## src/rtl/mem_arbiter.sv

```systemverilog
`default_nettype none
// ============================================================================
// Module   : mem_arbiter
// Brief    : Two-requester round-robin arbiter for a single-port memory with
//            1-cycle read latency; requester 1 may lock ownership (bounded).
// Revision : 1.0 - initial release
// ============================================================================
module mem_arbiter #(
    parameter int AW       = 32,
    parameter int DW       = 32,
    parameter int LOCK_MAX = 255
) (
    input  logic            clk,
    input  logic            reset,
    input  logic            req0,
    input  logic            req1,
    input  logic            we0,
    input  logic            we1,
    input  logic [AW-1:0]   addr0,
    input  logic [AW-1:0]   addr1,
    input  logic [DW-1:0]   wdata0,
    input  logic [DW-1:0]   wdata1,
    input  logic [DW/8-1:0] wmask0,
    input  logic [DW/8-1:0] wmask1,
    input  logic            lock1,
    output logic            gnt0,
    output logic            gnt1,
    output logic            ack0,
    output logic            ack1,
    output logic [DW-1:0]   rdata0,
    output logic [DW-1:0]   rdata1,
    output logic [AW-1:0]   mem_addr,
    output logic [DW-1:0]   mem_wdata,
    output logic            mem_we,
    output logic [DW/8-1:0] mem_wmask,
    input  logic [DW-1:0]   mem_rdata,
    output logic            lock_timeout
);

    localparam int c_CNT_W = ($clog2(LOCK_MAX + 1) > 8) ? $clog2(LOCK_MAX + 1) : 8;
    localparam logic [c_CNT_W-1:0] c_LOCK_MAX = c_CNT_W'(LOCK_MAX);

    localparam logic [1:0] c_IDLE  = 2'd0;
    localparam logic [1:0] c_RESP0 = 2'd1;
    localparam logic [1:0] c_RESP1 = 2'd2;

    logic [1:0]         r_state;
    logic               r_last_gnt;
    logic               r_owned;
    logic [c_CNT_W-1:0] r_lock_cnt;
    logic               r_lock_timeout;
    logic               r_lock_block;

    logic w_idle;
    logic w_force;
    logic w_lock_eff;
    logic w_owned_now;
    logic w_owned_next;
    logic w_gnt0;
    logic w_gnt1;

    // Reset masks grants so it dominates any request in the same cycle.
    assign w_idle      = (r_state == c_IDLE) && !reset;
    assign w_force     = r_owned && (r_lock_cnt >= c_LOCK_MAX);
    // After a forced release lock1 is ignored until it has been seen low.
    assign w_lock_eff  = lock1 && !r_lock_block && !w_force;
    assign w_owned_now = r_owned && w_lock_eff;

    assign w_gnt0 = w_idle && req0 && !w_owned_now && (!req1 || r_last_gnt);
    assign w_gnt1 = w_idle && req1 && (w_owned_now || !req0 || !r_last_gnt);

    assign w_owned_next = w_idle ? (w_owned_now || (w_gnt1 && w_lock_eff)) : r_owned;

    assign gnt0         = w_gnt0;
    assign gnt1         = w_gnt1;
    assign ack0         = (r_state == c_RESP0) && !reset;
    assign ack1         = (r_state == c_RESP1) && !reset;
    assign rdata0       = ack0 ? mem_rdata : '0;
    assign rdata1       = ack1 ? mem_rdata : '0;
    assign lock_timeout = r_lock_timeout;

    always_comb begin
        mem_addr  = '0;
        mem_wdata = '0;
        mem_we    = 1'b0;
        mem_wmask = '0;
        if (w_gnt0) begin
            mem_addr  = addr0;
            mem_wdata = wdata0;
            mem_we    = we0;
            mem_wmask = wmask0;
        end else if (w_gnt1) begin
            mem_addr  = addr1;
            mem_wdata = wdata1;
            mem_we    = we1;
            mem_wmask = wmask1;
        end
    end

    always_ff @(posedge clk) begin
        if (reset) begin
            r_state        <= c_IDLE;
            r_last_gnt     <= 1'b1;
            r_owned        <= 1'b0;
            r_lock_cnt     <= '0;
            r_lock_timeout <= 1'b0;
            r_lock_block   <= 1'b0;
        end else begin
            case (r_state)
                c_IDLE: begin
                    if (w_gnt0) begin
                        r_state <= c_RESP0;
                    end else if (w_gnt1) begin
                        r_state <= c_RESP1;
                    end
                end
                default: r_state <= c_IDLE;
            endcase

            if (w_gnt0) begin
                r_last_gnt <= 1'b0;
            end else if (w_gnt1) begin
                r_last_gnt <= 1'b1;
            end

            r_owned <= w_owned_next;

            if (!w_owned_next) begin
                r_lock_cnt <= '0;
            end else if (r_owned && (r_lock_cnt < c_LOCK_MAX)) begin
                r_lock_cnt <= r_lock_cnt + c_CNT_W'(1);
            end

            if (w_idle && w_force && lock1) begin
                r_lock_timeout <= 1'b1;
            end

            if (!lock1) begin
                r_lock_block <= 1'b0;
            end else if (w_idle && w_force) begin
                r_lock_block <= 1'b1;
            end
        end
    end

endmodule
`default_nettype wire

```

## config.mk

```make
export PLATFORM = sky130hd
export DESIGN_NAME = mem_arbiter
export DESIGN_NICKNAME = d
export VERILOG_FILES = /design/src/rtl/mem_arbiter.sv
export SDC_FILE = /design/constraint.sdc
export NUM_CORES = 1
export LEC_CHECK = 0
export ABC_AREA = 1
export CAP_MARGIN = 20
export CORE_AREA = 2 2 123 125
export CTS_CLUSTER_DIAMETER = 40
export DETAILED_ROUTE_END_ITERATION = 7
export DIE_AREA = 0 0 125 127
export PLACE_DENSITY = 0.54
export SYNTH_ARGS = -nofsm -noshare
export SYNTH_HDL_FRONTEND = slang
export SYNTH_SLANG_ARGS = --single-unit
export TNS_END_PERCENT = 10
```

## constraint.sdc

```tcl
create_clock -name clk -period 1.8 [get_ports clk]
set_input_delay 0.36 -clock clk [delete_from_list [all_inputs] [get_ports clk]]
set_output_delay 0.36 -clock clk [all_outputs]
set_load 0.005 [all_outputs]
```

==> run_results.csv, run 1 <==
group,metric,value,unit
status,status,"complete, but fails checks",
status,violations,"setup timing",
global_route,met2_usage,0.290,
power,p_switching,582,uW
global_route,grt_pass1_vias,3674,
sta,hold_viol,0,
setup_path,crit_cells,13,
route,drc,0,
logic_synthesis,synth_area_leaders,"nand2_1 (41%), nor2_1 (15%), dfxtp_1 (14%), inv_1 (9.0%), buf_6 (7.7%)",
logic_synthesis,synth_top_area_cell,"nand2_1",
setup_path,slowest_delay,0.32,ns
power,pwr-share-clk,0.219,
route,routed_wl,13400,um
power,p_int,1340,uW
floorplanning,num_io_pins,313,
power,p_per_area,318,nW/um^2
setup_path,rr_worst_depth,9,
setup_path,critPathCaptureType,"output port",
route,viasPerCell,3.92,
hold_path,hold_start,"lock_timeout",
route,ant_nets,0,
sta,slew_headroom,0.800,
route,drt-pass1-iter-count,4,
power,power.leakage,0.00336,uW
setup_path,critPathTopFamily,"buffers and inverters",
route,routedWlPerCell,13.9,um
setup_path,r2r_slack,0.22,ns
cts,cts_hold_buf,0,
place,routabilityCongestion,0.877,
place,hpwl,9520,um
global_route,gr-total-overflow,0,
final_layout,antenna_cells,0,
sta,layout_min_cycle_time,2.29,ns
cts,cts-htree-levels,1,
cts,numCtsBuffers,3,
global_route,met1_usage,0.187,
setup_path,crit_top_cell,"nand2_2",
place,numPortBuffers,312,
power,pwr-share-seq,0.168,
hold_path,min_path_cells,2,
setup_path,crit_required,1.44,ns
logic_synthesis,synthArstFlopShare,0,
sta,fin_tns_setup,-31.75,ns
logic_synthesis,synth_nets,600,
floorplanning,die_h,127,um
global_route,grt_start_max_net_pins,34,
setup_path,critPathArrivalTime,1.93,ns
sta,worst_slew_pin_slew,0.297,ns
setup_path,crit_chain,"ha_2, inv_2, nor2_4, nand2_2, nand3_2, buf_6, nand3_4, clkinv_8, buf_12, buf_16, nand2_2, nand2_1, buf_2",
cts,cts.path.max_buffers,2,
logic_synthesis,syn_area,2040,sq um
logic_synthesis,synth_edf_count,0,
power,power.share.switching,0.303,
floorplanning,coreArea,14400,sq um
setup_path,r2r-start,"r_lock_cnt[1]",
floorplanning,die-width,125,um
logic_synthesis,yosysSeqAreaShare,0.138,
logic_synthesis,ys_types,20,
final_layout,area_growth,196,%
floorplanning,dieArea,15900,sq um
logic_synthesis,synth_warnings,0,
setup_path,crit_buf_inv,6,
cts,cts_tree,"yes",
cts,clk_pin_slew,0.05,ns
power,p_total,1920,uW
setup_path,reg2reg_to,"r_lock_cnt[3]",
hold_path,hold_class,"reg -> reg",
final_layout,final_common_cell,"clkdlybuf4s50_1",
power,p_comb_frac,0.613,
sta,worst_slack,-0.485,ns
sta,grt_setup_unrepaired,"true",
run,max_cap_viol_count,0,
global_route,grt_pass1_wl,19900,um
hold_path,hold_end,"lock_timeout",
sta,holdWs,0.446,ns
final_layout,fill_cells,1528,
setup_path,slowest_stage,"dfxtp_2",
global_route,antenna_found_initial,0,
setup_path,crit_path_start_kind,"register",
route,vias,3781,
cts,cts-root-buf,"clkbuf_16",
power,ir_drop,0.289,mV
floorplanning,start_util,0.141,
cts,cts.sinks,14,
floorplanning,rows,44,
setup_path,crit_fanout,7,
route,detail_route.iter0.violations,116,
logic_synthesis,synth_top_area_share,0.407,
global_route,grt_util_met3,0.0255,
final_layout,layout_common_cells,"clkdlybuf4s50_1 (173), nand2_1 (159), nor2_1 (75), nand2_2 (68), dlygate4sd2_1 (66)",
sta,timing.fmax,438,MHz
setup_path,path_class,"reg -> out",
logic_synthesis,syn_area_per_cell,4.80,sq um
cts,clock_latency,0.24,ns
logic_synthesis,synth-seq-cells,14,
final_layout,drive_gt1_frac,0.302,
global_route,grt_use_total,0.154,
sta,setup_violations,71,
sta,final_max_slew_viol_count,0,
global_route,grt_busiest_layer,"met2",
final_layout,nets,959,
sta,skew,0.000738,ns
logic_synthesis,synth_ff_type,"dfxtp_1",
logic_synthesis,netlist_instances,424,
sta,finalCritPeriodShare,1.27,
[worst max-delay path by stage]
stage	start	slack (ns)	end
final	r_lock_cnt[1]	-0.49	mem_addr[17]
after global routing	r_lock_cnt[1]	-0.56	mem_addr[19]
after CTS	r_lock_cnt[1]	-0.47	mem_addr[19]
after detailed placement	reset	-0.89	mem_addr[13]
after global placement	reset	-0.88	mem_addr[13]
after floorplan	r_lock_cnt[0]	0.14	mem_wdata[25]
[final cells by class]
cell class | count | area [sq um] | area share
well taps | 184 | 230 | 0.0382
repair buffers | 374 | 3600 | 0.598
multi-input cells | 339 | 1630 | 0.270
clock buffers | 3 | 75.1 | 0.0124
inverters | 51 | 211 | 0.0351
flip-flops and latches | 14 | 284 | 0.0471
[worst min-delay path: stages, from the launching register on]
cell and delay, ns:
dfxtp_1 0.30, nand2_1 0.06, nand2_1 0.04
[repair_timing]
action | 4_1_cts | 5_1_grt
cloned | 11 | 0
endpoints found under the setup margin | 138 | 89
pin swaps | 35 | 18
buffers inserted | 26 | 2
resized for setup | 442 | 43
[routing by layer]
layer,wire length [um],up-vias,part of all wire
li1,-,1948,-
met1,5530,1674,0.41
met2,6900,149,0.52
met3,799,10,0.060
met4,138,0,0.010
met5,0,-,0
[registers in the layout (all words and copies together), names as in the netlist]
register / cells
lock_timeout: 1
r_lock_cnt: 8
r_state: 2
r_lock_block: 1
r_owned: 1
r_last_gnt: 1
[synth_stat cells, types with 2 or more instances]
| cell type | n |
|---|---|
| xor2_1 | 6 |
| nor2_2 | 2 |
| nand3_1 | 3 |
| nor3_1 | 2 |
| nand3_2 | 2 |
| nor2_1 | 82 |
| clkbuf_1 | 6 |
| o21ai_0 | 2 |
| nand2_1 | 221 |
| nand2_2 | 13 |
| buf_6 | 14 |
| dfxtp_1 | 14 |
| inv_1 | 49 |
| a21oi_1 | 2 |
[power by group through the flow]
stage | Combinational [uW] | Sequential [uW] | Clock, uW
after floorplan | 280 | 326 | 0
after global placement | 1010 | 326 | 0
after detailed placement | 1010 | 326 | 0
after CTS | 1150 | 322 | 429
after global routing | 1260 | 323 | 453
final | 1180 | 322 | 421
[kinds of logic (layout without fill, tap and decap cells)]
logic type      after synthesis  after routing  share of synthesized area
compound gates                6              6                     0.0172
xor+xnor                      6              6                     0.0258
fa+ha+maj                     1              1                    0.00615
simple gates                326            326                      0.630
buf+inv                      71            428                      0.183
flops                        14             14                      0.138
[metrics by stage]
step           instance area (sq um)   util  instances  setup slack, ns
2_1_floorplan                   2040      -        424            0.137
3_3_place_gp                    5440  0.377        924           -0.882
3_5_place_dp                    5440  0.377        924           -0.893
4_1_cts                         5940  0.412        964           -0.471
5_1_grt                         6030  0.418        965           -0.556
6_report                        6030  0.418        965           -0.485
No activity file was read; power rests on OpenSTA's default activity.
==> run 2: changes to the inputs <==
==> config.mk (replaced) <==
export PLATFORM = sky130hd
export DESIGN_NAME = mem_arbiter
export DESIGN_NICKNAME = d
export VERILOG_FILES = /design/src/rtl/mem_arbiter.sv
export SDC_FILE = /design/constraint.sdc
export NUM_CORES = 1
export LEC_CHECK = 0
export ABC_AREA = 0
export CAP_MARGIN = 20
export CORE_AREA = 2 2 121 123
export CTS_CLUSTER_DIAMETER = 40
export DETAILED_ROUTE_END_ITERATION = 7
export DIE_AREA = 0 0 123 125
export PLACE_DENSITY = 0.55
export SYNTH_ARGS = -nofsm -noshare
export SYNTH_HDL_FRONTEND = slang
export SYNTH_SLANG_ARGS = --single-unit
export TNS_END_PERCENT = 10
==> run 2 against run 1 <==
Net effect:
- the flow still finishes with violations (setup timing)
- worst hold slack better by 0.035 ns
- critical path depth is 2 lower
- register-to-register slack worse by 0.28 ns
- worst setup slack worse by 0.087 ns
- global-route usage is 0.72 points lower
- clock power is 4% lower
- critical endpoint is now mem_wdata[6]
- largest power group unchanged
==> run_results.csv, run 2 <==
group,metric,value,unit
status,status,"complete, but fails checks",
status,violations,"setup timing",
final_layout,nets,761,
logic_synthesis,synth_warnings,0,
sta,holdWs,0.481,ns
logic_synthesis,synth_top_area_share,0.305,
route,detail_route.iter0.violations,58,
cts,clk_pin_slew,0.04,ns
setup_path,critPathArrivalTime,2.01,ns
sta,grt_setup_unrepaired,"true",
logic_synthesis,synth_area_leaders,"a22o_1 (30%), and2_1 (20%), dfxtp_1 (14%), buf_12 (8.1%), buf_2 (1.8%)",
sta,layout_min_cycle_time,2.37,ns
route,routed_wl,12700,um
sta,final_max_slew_viol_count,0,
final_layout,reg.largest.list,"r_lock_cnt (8), r_state (2)",
global_route,gr-total-overflow,0,
run,max_cap_viol_count,0,
logic_synthesis,synth_compound_area_frac,0.379,
floorplanning,start_util,0.140,
sta,skew,0.00128,ns
final_layout,drive_gt1_frac,0.357,
final_layout,antenna_cells,0,
global_route,antenna_found_initial,0,
logic_synthesis,synth_top_family_by_area,"compound AO/OA/AOI/OAI gates",
cts,numCtsBuffers,3,
power,p_total,1840,uW
final_layout,area_growth,191,%
floorplanning,die_h,125,um
route,viasPerCell,4.31,
sta,hold_viol,0,
cts,cts_hold_buf,0,
floorplanning,rows,44,
final_layout,final_common_cell,"clkdlybuf4s50_1",
final_layout,layout_common_cells,"clkdlybuf4s50_1 (173), a22o_1 (69), and2_1 (63), clkdlybuf4s15_2 (48), buf_2 (36)",
floorplanning,coreArea,14200,sq um
sta,slew_headroom,0.750,
floorplanning,dieArea,15400,sq um
logic_synthesis,ys_types,40,
route,routedWlPerCell,16.5,um
place,numPortBuffers,312,
cts,clock_latency,0.24,ns
logic_synthesis,synth_edf_count,0,
logic_synthesis,synthArstFlopShare,0,
setup_path,critPathTopFamily,"buffers and inverters",
final_layout,fill_cells,1402,
setup_path,slowest_stage,"dfxtp_2",
setup_path,crit_buf_inv,6,
global_route,grt_pass1_vias,3364,
setup_path,crit_chain,"ha_4, nand3_4, buf_6, o21ai_4, o21ai_4, buf_6, buf_12, buf_8, buf_16, a22o_1, buf_2",
floorplanning,num_io_pins,313,
cts,cts-htree-levels,1,
logic_synthesis,synth_top_area_cell,"a22o_1",
floorplanning,die-width,123,um
route,ant_nets,0,
power,power.leakage,0.00251,uW
place,hpwl,9310,um
setup_path,path_class,"reg -> out",
final_layout,largest_reg_flops,8,
logic_synthesis,synth_fa_ha_area_frac,0.00631,
setup_path,critPathCaptureType,"output port",
logic_synthesis,synth-seq-cells,14,
sta,setup_violations,133,
global_route,grt_use_total,0.147,
sta,finalCritPeriodShare,1.32,
final_layout,largest_register,"r_lock_cnt",
setup_path,crit_fanout,5,
global_route,grt_pass1_wl,17900,um
power,p_per_area,319,nW/um^2
logic_synthesis,synth-simple-area-share,0.322,
cts,cts_tree,"yes",
logic_synthesis,synthMuxAreaShare,0.00505,
sta,timing.fmax,422,MHz
place,routabilityCongestion,0.790,
logic_synthesis,synth_ff_type,"dfxtp_1",
route,drt-pass1-iter-count,4,
route,drc,0,
logic_synthesis,synth_nets,407,
sta,worst_slack,-0.572,ns
cts,cts.sinks,14,
setup_path,crit_path_start_kind,"register",
cts,cts.path.max_buffers,2,
global_route,grt_start_max_net_pins,34,
logic_synthesis,syn_area_per_cell,8.59,sq um
logic_synthesis,syn_area,1980,sq um
cts,cts-root-buf,"clkbuf_16",
logic_synthesis,post-synth-top-count-cell,"a22o_1",
final_layout,postLayoutCoreUtil,0.406,
sta,worst_slew_pin_slew,0.371,ns
logic_synthesis,netlist_instances,231,
hold_path,hold_class,"reg -> reg",
setup_path,slowest_delay,0.35,ns
logic_synthesis,yosysSeqAreaShare,0.141,
route,vias,3304,
logic_synthesis,synth_commonest_cells,"a22o_1 (69), and2_1 (64), dfxtp_1 (14)",
logic_synthesis,synth-xor-area-share,0.0177,
setup_path,crit_required,1.44,ns
place,place_ws,-1.02,ns
power,ir_drop,0.242,mV
run 2: cell count changes in the layout (fill, tap and decap cells not counted), sizes merged, moves of 4 or more:
cell | before | now
a22o | 0 | 69
and2 | 0 | 64
and4 | 0 | 4
buf | 129 | 97
clkbuf | 8 | 38
clkdlybuf4s15 | 1 | 56
dlygate4sd2 | 66 | 8
dlymetal6s2s | 0 | 4
inv | 50 | 2
nand2 | 234 | 5
nor2 | 84 | 9
xor2 | 6 | 2
run 2: area by class of cell:
type                    count  area (sq um)  share of cell area
well taps                 184           230              0.0399
inverters                   2          7.51             0.00130
flip-flops and latches     14           289              0.0501
repair buffers            373          3640               0.631
multi-input cells         191          1520               0.264
clock buffers               3          75.1              0.0130
run 2: power by group:
part           total, uW  switching, uW  internal (uW)  leakage [uW]
Clock                405            115            289     0.0000370
Sequential           325           7.50            317      0.000116
Combinational       1110            358            751       0.00236
run 2: per-stage QoR:
stage	TNS, ns	cell area [sq um]	instances
after floorplan	0	2010	231
after CTS	-60.62	5870	755
final	-35.48	5760	767
after detailed placement	-110.95	5390	731
after global placement	-109.25	5390	731
after global routing	-46.57	5760	767
run 2: cells by family (layout without fill, tap and decap cells):
kind of cell	count (synthesis)	count (layout)
AND/OR/NAND/NOR	98	98
buffers and inverters	26	378
AO/OA/AOI/OAI	87	87
multiplexers	1	1
flip-flops	14	14
XOR/XNOR	4	4
adder cells (fa/ha/maj)	1	1
run 2: final timing paths:
path                 startpoint       endpoint  slack, ns  cells past startpoint
setup / recovery  r_lock_cnt[1]   mem_wdata[6]      -0.57                     11
setup reg to reg  r_lock_cnt[1]  r_lock_cnt[7]      -0.06                      9
hold / removal     lock_timeout   lock_timeout       0.48                      2
hold reg to reg    lock_timeout   lock_timeout       0.48                      2
run 2: layer usage:
layer | global-route usage | part of all wire
met5 | 0 | 0
met4 | 0.0301 | 0.013
met3 | 0.0338 | 0.090
met2 | 0.300 | 0.55
met1 | 0.145 | 0.35
run 2: timing repair:
action,CTS,global route
pin swaps,8,42
gates cloned,6,4
buffers inserted,16,13
setup endpoints to repair,137,138
resized for setup,248,177
run 2: worst reg2reg max path, stage by stage, from the launching register on:
cell	delay, ns
dfxtp_2	0.33
ha_4	0.17
nand3_4	0.10
buf_6	0.11
o21ai_4	0.06
buf_4	0.15
buf_4	0.12
buf_6	0.12
or4b_4	0.51
a21oi_2	0.12
